$ cat src/rtl/fp_addsub_pkg.sv
// Shared definitions for the FP add/sub datapath.
// Widths of the post-add normalization path, the all-zero LZC code,
// the lane tag type and the packed normalization result.
package fp_addsub_pkg;

  localparam int EXP_W   = 8;
  localparam int MANT_W  = 26;  // includes carry and guard bits
  localparam int LZ_W    = 5;
  localparam int LZ_ZERO = 26;  // LZC code for an all-zero mantissa

  typedef logic lane_t;

  typedef struct packed {
    logic [MANT_W-1:0] mant;
    logic [EXP_W-1:0]  exp;
    logic [LZ_W-1:0]   lz;
    logic              zero;
    logic              uflow;
  } norm_res_t;

endpackage

$ cat src/rtl/fp_lzc26.sv
// 26-bit leading-zero counter (combinational).
// Ports:
//   mant : mantissa to scan, bit 25 is the MSB
//   lz   : zeros above the first 1 (0..25), or 26 when mant is all zero
module fp_lzc26
  import fp_addsub_pkg::*;
(
  input  logic [MANT_W-1:0] mant,
  output logic [LZ_W-1:0]   lz
);

  // Scan LSB to MSB so the highest set bit is the last to write lz.
  always_comb begin
    lz = LZ_W'(LZ_ZERO);
    for (int i = 0; i < MANT_W; i++) begin
      if (mant[i]) lz = LZ_W'(MANT_W - 1 - i);
    end
  end

endmodule

$ cat src/rtl/fp_norm_scheduler.sv
// Shared post-add normalization unit for two FP add/sub lanes.
// Round-robin arbitrates two valid/ready request lanes into a 2-stage
// pipeline: S1 holds the granted request, S2 (the out_* registers) holds
// the normalized mantissa, adjusted exponent, applied shift and flags.
// Ports:
//   clk, rst                   : clock, synchronous active-high reset
//   reqN_valid/ready/mant/exp  : lane N request handshake and operands
//   out_valid/ready            : result handshake to the rounding stage
//   out_lane                   : originating lane of the result
//   out_mant/exp/lz            : normalized mantissa, exponent, shift used
//   out_zero/uflow             : all-zero input / shift clamped by exponent
module fp_norm_scheduler #(
  parameter int EXP_W  = fp_addsub_pkg::EXP_W,
  parameter int MANT_W = fp_addsub_pkg::MANT_W,
  parameter int LZ_W   = fp_addsub_pkg::LZ_W
) (
  input  logic              clk,
  input  logic              rst,
  input  logic              req0_valid,
  output logic              req0_ready,
  input  logic [MANT_W-1:0] req0_mant,
  input  logic [EXP_W-1:0]  req0_exp,
  input  logic              req1_valid,
  output logic              req1_ready,
  input  logic [MANT_W-1:0] req1_mant,
  input  logic [EXP_W-1:0]  req1_exp,
  output logic              out_valid,
  input  logic              out_ready,
  output logic              out_lane,
  output logic [MANT_W-1:0] out_mant,
  output logic [EXP_W-1:0]  out_exp,
  output logic [LZ_W-1:0]   out_lz,
  output logic              out_zero,
  output logic              out_uflow
);
  import fp_addsub_pkg::LZ_ZERO;
  import fp_addsub_pkg::lane_t;
  import fp_addsub_pkg::norm_res_t;

  logic              s1_valid;
  lane_t             s1_lane;
  logic [MANT_W-1:0] s1_mant;
  logic [EXP_W-1:0]  s1_exp;
  logic              rr_ptr;

  logic              s1_en, s2_en, any_req, take;
  lane_t             grant;
  logic [LZ_W-1:0]   lz, shamt;
  logic              zero, uflow;
  norm_res_t         res;

  // Stall chain: S1 may load whenever its content moves on (or it is empty),
  // so accept and drain in the same cycle keep full rate.
  assign s2_en   = !out_valid || out_ready;
  assign s1_en   = !s1_valid || s2_en;

  // Round robin only matters on contention; a lone requester always wins.
  assign any_req = req0_valid || req1_valid;
  assign grant   = (req0_valid && req1_valid) ? rr_ptr : req1_valid;
  assign take    = s1_en && any_req && !rst;

  assign req0_ready = take && (grant == 1'b0);
  assign req1_ready = take && (grant == 1'b1);

  fp_lzc26 u_lzc (
    .mant (s1_mant),
    .lz   (lz)
  );

  // Normalize: shift out leading zeros, but never drive the exponent below
  // zero -- if the zeros reach the exponent, shift by the exponent instead.
  // lz <= 25 bounds exp in the underflow case, so its low bits are the shift.
  // An all-zero mantissa shifted by 26 stays zero and reports lz = 26.
  always_comb begin
    zero      = (lz == LZ_W'(LZ_ZERO));
    uflow     = !zero && (EXP_W'(lz) >= s1_exp);
    shamt     = uflow ? s1_exp[LZ_W-1:0] : lz;
    res.mant  = s1_mant << shamt;
    res.exp   = (zero || uflow) ? '0 : s1_exp - EXP_W'(lz);
    res.lz    = shamt;
    res.zero  = zero;
    res.uflow = uflow;
  end

  always_ff @(posedge clk) begin
    if (rst) begin
      s1_valid  <= 1'b0;
      s1_lane   <= 1'b0;
      s1_mant   <= '0;
      s1_exp    <= '0;
      rr_ptr    <= 1'b0;
      out_valid <= 1'b0;
      out_lane  <= 1'b0;
      out_mant  <= '0;
      out_exp   <= '0;
      out_lz    <= '0;
      out_zero  <= 1'b0;
      out_uflow <= 1'b0;
    end else begin
      if (s1_en) begin
        s1_valid <= take;
        if (take) begin
          s1_lane <= grant;
          s1_mant <= grant ? req1_mant : req0_mant;
          s1_exp  <= grant ? req1_exp : req0_exp;
          rr_ptr  <= ~grant;
        end
      end
      if (s2_en) begin
        out_valid <= s1_valid;
        if (s1_valid) begin
          out_lane  <= s1_lane;
          out_mant  <= res.mant;
          out_exp   <= res.exp;
          out_lz    <= res.lz;
          out_zero  <= res.zero;
          out_uflow <= res.uflow;
        end
      end
    end
  end

endmodule

$ cat config.mk
export PLATFORM = sky130hd
export DESIGN_NAME = fp_norm_scheduler
export DESIGN_NICKNAME = d
export VERILOG_FILES = /design/src/rtl/fp_addsub_pkg.sv /design/src/rtl/fp_lzc26.sv /design/src/rtl/fp_norm_scheduler.sv
export SDC_FILE = /design/constraint.sdc
export NUM_CORES = 1
export LEC_CHECK = 0
export BUFFER_PORTS_ARGS = -buffer_cell sky130_fd_sc_hd__buf_2
export CORE_MARGIN = 2
export CORE_UTILIZATION = 45
export DETAILED_ROUTE_END_ITERATION = 8
export HOLD_SLACK_MARGIN = 0.08
export PLACE_DENSITY_LB_ADDON = 0.15
export SLEW_MARGIN = 5
export SYNTH_ARGS = -nofsm -noshare
export SYNTH_HDL_FRONTEND = slang
export SYNTH_SLANG_ARGS = --single-unit
$ cat constraint.sdc
create_clock -name clk -period 4.55 [get_ports clk]
set_input_delay 0.2275 -clock clk [delete_from_list [all_inputs] [get_ports clk]]
set_output_delay 0.2275 -clock clk [all_outputs]
set_load 0.05 [all_outputs]
Word-level counts from Yosys, hierarchy flattened --
Index checks and enable logic that the tools add are counted.
Cells by class: add/sub/neg operators 1, $lt $le $gt $ge 1, equality and inequality tests 1, shift-type cells 1, multiplexer cells 31, bitwise operators 1, reductions and logical operators 16
Operators with widths (count):
- two-way mux 5 bit | 17
- two-way mux 4 bit | 8
- two-way mux 26 bit | 1
- left shift 26 x 5 -> 26 bit | 1
- two-way mux 8 bit | 2
- greater-or-equal comparator 5 x 8 -> 1 bit | 1
- subtractor 8 x 5 -> 8 bit | 1
- logical AND 1 bit | 6
- equality test 5 bit, second input constant | 1
- logical NOT 1 bit | 4
- logical OR 1 bit | 4
- two-way mux 2 bit | 2
- AND reduction 2 bit | 2
- two-way mux 1 bit | 1
- inverter 1 bit | 1
Storage, ports and cells: register bits after elaboration 80, input port bits 73, output and inout bits 45, logic and storage cells 64

Depth between registers and ports, before layout --
Gate-level depths: netlist of run 1.
word-level depth 31, depth in mapped cells 20, depth with buffers taken out 17

By module --
A second synthesis of run 1 with hierarchy kept.
Unflattened totals: cells, all modules 645, area, all modules 5360.1 um^2
Modules (own cells, without submodules):
- fp_norm_scheduler | times used 1, cells an instance 595, area each 5081.1 um^2, seq. area each 1601.5 um^2
- fp_lzc26 | times used 1, cells an instance 50, area each 279.0 um^2, seq. area each 0.0 um^2

Least setup slack after synthesis of run 1 --
OpenSTA, ideal clock, no wires.
kind reg2reg, start point register s1_mant[4], end point register out_mant[23], library setup time 120 ps, arrival time 4427 ps, data required time 4430 ps, setup slack 3 ps, cell stages (with the launch flop) 18, buffers on the path 1, period minus slack after synthesis 4547 ps, path through dfxtp_1 buf_2 nor2_1 a2111oi_2 o211ai_1 a311oi_2 ha_1 inv_1 fa_1 a211o_1 a21oi_1 o21ai_2 nor2_8 mux2i_4 mux4_1 mux2i_1 nor2_1 a211o_1
On the way: word-level cells in the longest chain between the ends 27, elaborated cells between the ends (all ways) 28, classes of those cells order compare (1); eq/ne (1); shift (1); mux (23); reduce/logical (2)
Ends and longest elaborated chain:
- from (decl) | line fp_norm_scheduler.sv:42 | logic [MANT_W-1:0] s1_mant;
- from (signal assigned) | line fp_norm_scheduler.sv:104 | s1_mant <= grant ? req1_mant : req0_mant;
- branches (longest 26 deep; another with two-way mux 5 bit)
- left shift 26 x 5 -> 26 bit (*) | line fp_norm_scheduler.sv:78 | res.mant = s1_mant << shamt;
- to (signal assigned) | line fp_norm_scheduler.sv:113 | out_mant <= res.mant;
- to (decl) | line fp_norm_scheduler.sv:30 | output logic [MANT_W-1:0] out_mant,
Mark *: on every way between the ends. A chain may end at the register's enable or synchronous reset.

Worst setup path in the final report of run 1 --
start point register s1_mant[3], end point register out_mant[23]
On the way: word-level cells in the longest chain between the ends 28, elaborated cells between the ends (all ways) 29, classes of those cells order compare (1); eq/ne (1); shift (1); mux (24); reduce/logical (2)
Ends and longest elaborated chain (line):
- branches (longest 27 deep; another with two-way mux 5 bit)
- left shift 26 x 5 -> 26 bit (*) | fp_norm_scheduler.sv:78
Marked as above.

==> results of run 1 <==
## registers in the layout, summed over array words and instances (netlist names), 5 cells and up
signal    cells
s1_mant      26
s1_exp        8
out_exp       8
out_lz        5
out_mant     26
## layout make-up
class,instances,area (µm²)
Tap cell,140,175
Multi-Input combinational cell,413,3200
Timing Repair Buffer,177,1100
Inverter,9,36.3
Sequential cell,80,1610
Fill cell,1024,4520
Clock buffer,13,159
Clock inverter,3,40.0
## repair_timing
action | 4_1_cts | 5_1_grt
gates resized for setup | 3 | 24
setup buffers | 0 | 7
pin swaps | 0 | 8
setup endpoints to repair | 3 | 24
gates cloned | 0 | 2
## cell families after synthesis
logic type	Yosys count	share of synthesized area (%)
and+or+nand+nor	169	16.8
AOI/OAI and AO/OA	150	24.3
muxes	83	18.4
DFF	80	32.1
buffers and inverters	59	5.85
adders and majority gates	6	1.66
xor gates and xnor gates	5	0.879
## critical path: stages, from the launching register on
cell and delay [ns]:
sky130_fd_sc_hd__dfxtp_2 0.32, sky130_fd_sc_hd__nor2b_1 0.13, sky130_fd_sc_hd__a2111oi_2 0.34, sky130_fd_sc_hd__o211ai_1 0.18
sky130_fd_sc_hd__a311oi_2 0.34, sky130_fd_sc_hd__ha_2 0.23, sky130_fd_sc_hd__inv_2 0.04, sky130_fd_sc_hd__fa_2 0.35
sky130_fd_sc_hd__a211o_1 0.29, sky130_fd_sc_hd__a21oi_2 0.22, sky130_fd_sc_hd__o21ai_4 0.10, sky130_fd_sc_hd__nor2_8 0.16
sky130_fd_sc_hd__buf_6 0.13, sky130_fd_sc_hd__mux2i_4 0.32, sky130_fd_sc_hd__clkbuf_16 0.21, sky130_fd_sc_hd__mux4_2 0.32
sky130_fd_sc_hd__mux2i_4 0.27, sky130_fd_sc_hd__nor2_1 0.08, sky130_fd_sc_hd__a211o_1 0.26
## layout by cell type (no fill, tap or decap), types with 5 or more instances in the layout
cell / count
sky130_fd_sc_hd__a211oi_1: 5
sky130_fd_sc_hd__a21o_1: 6
sky130_fd_sc_hd__a21oi_1: 16
sky130_fd_sc_hd__a222oi_1: 35
sky130_fd_sc_hd__a22oi_1: 19
sky130_fd_sc_hd__and3_1: 7
sky130_fd_sc_hd__buf_2: 117
sky130_fd_sc_hd__buf_4: 54
sky130_fd_sc_hd__clkbuf_8: 11
sky130_fd_sc_hd__dfxtp_1: 78
sky130_fd_sc_hd__inv_1: 7
sky130_fd_sc_hd__mux2_2: 5
sky130_fd_sc_hd__mux2i_1: 62
sky130_fd_sc_hd__mux2i_4: 7
sky130_fd_sc_hd__nand2_1: 29
sky130_fd_sc_hd__nand3_1: 7
sky130_fd_sc_hd__nor2_1: 89
sky130_fd_sc_hd__nor2b_1: 6
sky130_fd_sc_hd__nor3_1: 7
sky130_fd_sc_hd__nor4_1: 5
sky130_fd_sc_hd__o21ai_0: 6
sky130_fd_sc_hd__o21ai_1: 9
sky130_fd_sc_hd__o22ai_1: 7
## per-layer routing
metal / wire length, µm / up-vias
li1: - / 2391
met2: 7260 / 196
met5: 0 / -
met1: 6880 / 2452
met3: 1050 / 28
met4: 351 / 0
## metrics by stage
stage / hold WS [ns] / setup WS [ns] / total power, mW
after global placement: 0.437 / -0.0423 / 2.13
final: 0.118 / 0.157 / 2.81
after CTS: 0.0942 / 0.00777 / 2.70
after detailed placement: 0.448 / -0.175 / 2.14
after global routing: 0.114 / -0.0349 / 2.96
after floorplan: 0.348 / 0.00321 / 1.79
## report_power, final
part	internal (mW)	switching, mW	leakage, nW
combinational	0.634	0.813	2.13
sequential	0.761	0.0599	0.655
clock	0.282	0.263	0.103
## final timing paths
| check | end | startpoint |
|---|---|---|
| setup reg to reg | out_mant[23] | s1_mant[3] |
| hold reg to reg | out_lane | out_lane |
| setup / recovery | out_mant[23] | s1_mant[3] |
| hold / removal | s1_exp[5] | req1_exp[5] |
==> Flow_metrics.wiki, run 1 <==
{| class="wikitable"
! Metric !! Value
|-
| Setup violators final || 0
|-
| First-pass GRT wire length || 24300 µm
|-
| Clock latency of the later-clocked register in the worst-skew pair || 0.37 ns
|-
| Final design area excluding fillers || 6320 µm²
|-
| Iteration-0 DRC count of the detailed router || 499
|-
| Total wirelength of the detailed-routed design || 15500 µm
|-
| Via count of the routed design || 5067
|-
| Met2 usage || 41.7%
|-
| Die Wd || 109 µm
|-
| Most used flip-flop cell after synthesis || sky130_fd_sc_hd__dfxtp_1
|-
| Detail Placement HPWL || 11400 µm
|-
| Relative area change from synthesis to final layout || 26.7%
|-
| Detail Route Antenna Nets || 0
|-
| Maximum net fanout on the critical path || 5
|-
| Max-slew headroom at the worst pin || 44.2%
|-
| Sink Count || 80
|-
| PD cells || 445 nW/µm²
|-
| CTS tree || built
|-
| Unrepaired setup endpoints after global routing || yes
|-
| Slack of the worst reg-to-reg path || 0.16 ns
|-
| Syn Inst Count || 552
|-
| Cell types with the highest counts after synthesis || sky130_fd_sc_hd__nor2_1, sky130_fd_sc_hd__dfxtp_1, sky130_fd_sc_hd__mux2i_1
|-
| DRT Pass-1 Iters || 6
|-
| Flip-flop and latch count after synthesis || 80
|-
| Crit end category || flop
|-
| Worst min path class || in2reg
|-
| Final Wtd Congestion || 0.893
|-
| Synth top area cells || sky130_fd_sc_hd__dfxtp_1, sky130_fd_sc_hd__mux2i_1, sky130_fd_sc_hd__a222oi_1
|-
| Result of the run || finished clean
|-
| Via count normalized by instance count || 6.07
|-
| Number of H-tree levels || 3
|-
| Number of cells on the worst hold path || 3
|-
| Library cell with the highest instance count after synthesis || sky130_fd_sc_hd__nor2_1
|-
| Remaining DRCs || 0
|-
| Share of the clock period used by the worst path after layout || 96.5%
|-
| Post-synthesis instance area || 4980 µm²
|-
| Cell area after placement || 5900 µm²
|-
| Number of cells on the worst reg-to-reg path || 18
|-
| Post-route insts no fill || 835
|-
| PortBufs || 117
|-
| Post-synthesis area per instance || 9.03 µm²
|-
| Number of global-route vias before repair || 4793
|-
| Cell Rows || 38
|-
| Final slew viol count || 0
|-
| Required time of the worst setup path || 4.81 ns
|-
| Vert. Die Dim || 109 µm
|-
| Global routing usage summed across all routing layers || 26.1%
|-
| Number of synthesized flops with an enable pin || 0
|-
| Sum of negative setup slack || 0 ns
|-
| DIE AREA || 11900 µm²
|-
| Initial cell density of the core || 46.0%
|-
| Global-route track usage on met1 || 33.8%
|-
| Clock Pin Slew Worst Setup and Hold Paths || 0.08 ns
|-
| Fraction of registers with async set or reset after synthesis || 0%
|-
| Top achievable clock speed || 228 MHz
|-
| Number of nets at the end of the flow || 769
|-
| Transition at the pin with the smallest max-transition slack || 0.833 ns
|-
| Number of placed cells counting well taps || 810
|-
| Grt peak-use layer || met2
|-
| Share of Yosys cell area claimed by the top area cell type || 32.1%
|-
| Routing usage on met3 || 6.75%
|-
| Number of primary I/O pins || 118
|-
| Nature of the critical path startpoint || flop
|-
| Final Critical Period || 4.39 ns
|-
| Worst Path Arrival || 4.66 ns
|-
| Initial antenna violation count || 0
|-
| Number of distinct library cells after synthesis || 70
|-
| # Max-Cap Violations || 0
|-
| Count of yosys warnings during synthesis || 0
|-
| Static leakage power || 2.89 nW
|-
| Worst IR Drop VDD || 0.228 mV
|-
| Clock Skews || 0.0193 ns
|-
| Count of hold buffers inserted by post-cts repair || 0
|-
| Number of buffers created by CTS || 9
|-
| Util after Layout || 58.3%
|-
| Fraction of the yosys area taken by sequential cells || 32.1%
|-
| Cell accounting for the most synthesized area || sky130_fd_sc_hd__dfxtp_1
|-
| Post-Synthesis Net Count || 631
|-
| Core region area || 10800 µm²
|-
| Overflow left after global routing || 0
|-
| Kind of critical path || reg2reg
|-
| Final hold viol count || 0
|-
| Antenna fix cells || 0
|-
| Maximum buffer depth of the clock tree || 2
|-
| Layout cell share with drive strength beyond 1 || 34.1%
|-
| Average wire length per cell after detail routing || 18.6 µm
|-
| Clock tree root driver cell || sky130_fd_sc_hd__clkbuf_8
|-
| Largest net degree at the start of global routing || 46
|}
No activity file was read; power rests on OpenSTA's default activity.
==> run 2, diff against run 1 <==
--- a/config.mk
+++ b/config.mk
@@ -6,6 +6,7 @@
 export NUM_CORES = 1
 export LEC_CHECK = 0
 export BUFFER_PORTS_ARGS = -buffer_cell sky130_fd_sc_hd__buf_2
+export CORE_ASPECT_RATIO = 0.75
 export CORE_MARGIN = 2
 export CORE_UTILIZATION = 45
 export DETAILED_ROUTE_END_ITERATION = 8
==> run 2 against run 1 <==
Against the previous run:
- worst setup slack gained 0.056 ns
- non-clock buffer count shrank 18
- sequential power about the same
- clock power up 37%
- via count fell by 1.3%
- sequential share of layout area rose by 0.30 points
- hold slack improved by 0.027 ns
- largest cell class unchanged
- largest power group unchanged
==> Flow_metrics.wiki, run 2 (same netlist as run 1, synthesis figures left out) <==
{| class="wikitable"
! Metric !! Value
|-
| Crit end category || flop (unchanged)
|-
| Number of placed cells counting well taps || 799 (was 810)
|-
| Number of H-tree levels || 3 (unchanged)
|-
| Layout cell share with drive strength beyond 1 || 32.3% (was 34.1%)
|-
| Min-delay src || req1_mant[8] (was req1_exp[5])
|-
| Cell Rows || 33 (was 38)
|-
| Core region area || 10900 µm² (was 10800 µm²)
|-
| Final hold viol count || 0 (unchanged)
|-
| Average wire length per cell after detail routing || 19.1 µm (was 18.6 µm)
|-
| Clock Pin Slew Worst Setup and Hold Paths || 0.06 ns (was 0.08 ns)
|-
| PD cells || 468 nW/µm² (was 445 nW/µm²)
|-
| Required time of the worst setup path || 4.78 ns (was 4.81 ns)
|-
| Relative area change from synthesis to final layout || 25.0% (was 26.7%)
|-
| Detail Route Antenna Nets || 0 (unchanged)
|-
| Number of cells on the worst reg-to-reg path || 16 (was 18)
|-
| Max-slew headroom at the worst pin || 33.4% (was 44.2%)
|-
| # Max-Cap Violations || 0 (unchanged)
|-
| DRT Pass-1 Iters || 9 (was 6)
|-
| Final Critical Period || 4.34 ns (was 4.39 ns)
|-
| Remaining DRCs || 0 (unchanged)
|-
| Count of hold buffers inserted by post-cts repair || 0 (unchanged)
|-
| Worst Path Arrival || 4.56 ns (was 4.66 ns)
|-
| Number of global-route vias before repair || 4659 (was 4793)
|-
| Cell area after placement || 5820 µm² (was 5900 µm²)
|-
| Most common cell after layout, fill and taps aside || sky130_fd_sc_hd__buf_2 (unchanged)
|-
| Post-route insts no fill || 817 (was 835)
|-
| CTS tree || built (unchanged)
|-
| Number of cells on the worst hold path || 3 (unchanged)
|-
| Worst hold slack || 0.145 ns (was 0.118 ns)
|-
| Transition at the pin with the smallest max-transition slack || 0.999 ns (was 0.833 ns)
|-
| Die Wd || 126 µm (was 109 µm)
|-
| Clock latency of the later-clocked register in the worst-skew pair || 0.34 ns (was 0.37 ns)
|-
| Overflow left after global routing || 0 (unchanged)
|-
| Maximum buffer depth of the clock tree || 2 (unchanged)
|-
| Top achievable clock speed || 231 MHz (was 228 MHz)
|-
| Slack of the worst reg-to-reg path || 0.21 ns (was 0.16 ns)
|-
| PortBufs || 117 (unchanged)
|-
| DIE AREA || 11900 µm² (about the same)
|-
| Maximum net fanout on the critical path || 4 (was 5)
|-
| Number of primary I/O pins || 118 (unchanged)
|-
| Total wirelength of the detailed-routed design || 15600 µm (was 15500 µm)
|-
| Clock tree root driver cell || sky130_fd_sc_hd__clkbuf_16 (was sky130_fd_sc_hd__clkbuf_8)
|-
| Kind of critical path || reg2reg (unchanged)
|-
| Dpl ws || 0.0257 ns (was -0.175 ns)
|-
| Sink Count || 80 (unchanged)
|-
| Post-route worst setup slack || 0.213 ns (was 0.157 ns)
|-
| Vert. Die Dim || 95.1 µm (was 109 µm)
|-
| Detail Placement HPWL || 11500 µm (was 11400 µm)
|-
| Worst IR Drop VDD || 0.233 mV (was 0.228 mV)
|-
| Unrepaired setup endpoints after global routing || yes (unchanged)
|-
| Via count normalized by instance count || 6.12 (was 6.07)
|-
| Sum of negative setup slack || 0 ns (unchanged)
|-
| Leading cell types in the layout, fill and taps excluded || sky130_fd_sc_hd__buf_2, sky130_fd_sc_hd__nor2_1, sky130_fd_sc_hd__dfxtp_1 (unchanged)
|-
| Via count of the routed design || 4999 (was 5067)
|-
| First-pass GRT wire length || 24600 µm (was 24300 µm)
|-
| Largest net degree at the start of global routing || 41 (was 46)
|-
| Share of the clock period used by the worst path after layout || 95.3% (was 96.5%)
|-
| Number of buffers created by CTS || 9 (unchanged)
|-
| Global routing usage summed across all routing layers || 25.7% (was 26.1%)
|-
| Final Wtd Congestion || 0.961 (was 0.893)
|-
| Final design area excluding fillers || 6230 µm² (was 6320 µm²)
|-
| Clock Skews || 0.00705 ns (was 0.0193 ns)
|-
| Antenna fix cells || 0 (unchanged)
|-
| Initial cell density of the core || 45.9% (was 46.0%)
|-
| Initial antenna violation count || 0 (unchanged)
|-
| Worst hold endpoint || s1_mant[8] (was s1_exp[5])
|-
| Setup violators final || 0 (unchanged)
|-
| Iteration-0 DRC count of the detailed router || 669 (was 499)
|-
| Static leakage power || 2.82 nW (was 2.89 nW)
|-
| Startpoint of the most critical register-to-register path || s1_mant[3] (unchanged)
|-
| Worst min path class || in2reg (unchanged)
|-
| Crit Reg-Reg Endpoint || out_mant[23] (unchanged)
|-
| Top Registers || out_mant (26), s1_mant (26) (unchanged)
|-
| Result of the run || finished clean (unchanged)
|-
| Final slew viol count || 0 (unchanged)
|-
| Number of nets at the end of the flow || 751 (was 769)
|-
| Nature of the critical path startpoint || flop (unchanged)
|}
==> run 2: cell count changes in the layout (fill, tap and decap cells not counted), moves of 2 or more <==
cell	delta
sky130_fd_sc_hd__clkbuf_8	-10
sky130_fd_sc_hd__buf_4	-16
sky130_fd_sc_hd__inv_6	+2
sky130_fd_sc_hd__mux2i_4	-4
sky130_fd_sc_hd__clkinv_2	-2
sky130_fd_sc_hd__mux2i_2	+5
sky130_fd_sc_hd__clkbuf_16	+8
==> run 2: worst max-delay path: stages (launching register included) <==
cell                        delay, ns
sky130_fd_sc_hd__dfxtp_1         0.31
sky130_fd_sc_hd__nor2b_1         0.14
sky130_fd_sc_hd__a2111oi_2       0.32
sky130_fd_sc_hd__o211ai_1        0.16
sky130_fd_sc_hd__a311oi_2        0.32
sky130_fd_sc_hd__ha_1            0.19
sky130_fd_sc_hd__inv_1           0.06
sky130_fd_sc_hd__fa_2            0.38
sky130_fd_sc_hd__a211o_1         0.30
sky130_fd_sc_hd__a21oi_2         0.21
sky130_fd_sc_hd__o21ai_4         0.11
sky130_fd_sc_hd__nor2_8          0.19
sky130_fd_sc_hd__mux2i_4         0.35
sky130_fd_sc_hd__mux4_2          0.55
sky130_fd_sc_hd__mux2i_2         0.27
sky130_fd_sc_hd__nor2_1          0.09
sky130_fd_sc_hd__a211o_1         0.27
==> run 2: final cells by class <==
type | instances | area (µm²)
clock buffers | 11 | 243
fillers | 1005 | 4630
well taps | 140 | 175
flip-flops and latches | 80 | 1600
repair buffers | 159 | 947
clock inverters | 5 | 63.8
multi-input cells | 413 | 3160
inverters | 9 | 36.3
==> run 2: metrics by stage <==
stage	power, mW	utilization (%)
final	2.92	57.3
after global routing	3.05	57.3
after CTS	2.85	56.5
after detailed placement	2.10	53.6
after global placement	2.08	53.6
after floorplan	1.79	-
==> run 2: where the power goes <==
part           switching (mW)  leakage, nW  internal, mW
Combinational           0.794         2.02         0.553
Sequential             0.0607        0.654         0.762
Clock                   0.301        0.147         0.445
==> run 2: metal layers <==
metal | vias to the layer above | part of all wire [%] | global-route usage (%)
li1 | 2349 | - | -
met1 | 2415 | 46 | 35.9
met2 | 212 | 44 | 39.9
met3 | 23 | 8.3 | 6.29
met4 | 0 | 1.5 | 7.22
met5 | - | 0 | 0
==> run 2: worst max-delay path by stage <==
stage	start	endpoint	slack, ns	cells past startpoint
6_report	s1_mant[3]	out_mant[23]	0.21	16
5_1_grt	s1_mant[3]	out_mant[25]	-0.06	20
4_1_cts	s1_mant[4]	out_mant[23]	0.01	16
3_5_place_dp	s1_mant[4]	out_mant[18]	0.03	18
3_3_place_gp	s1_mant[4]	out_mant[23]	0.12	16
2_1_floorplan	s1_mant[4]	out_mant[23]	0.003	17
==> run 2: repair_timing <==
action	in CTS	in global routing
gates cloned	0	1
setup endpoints to repair	3	26
resized for setup	2	18
buffers inserted	0	1
pin swaps	0	4
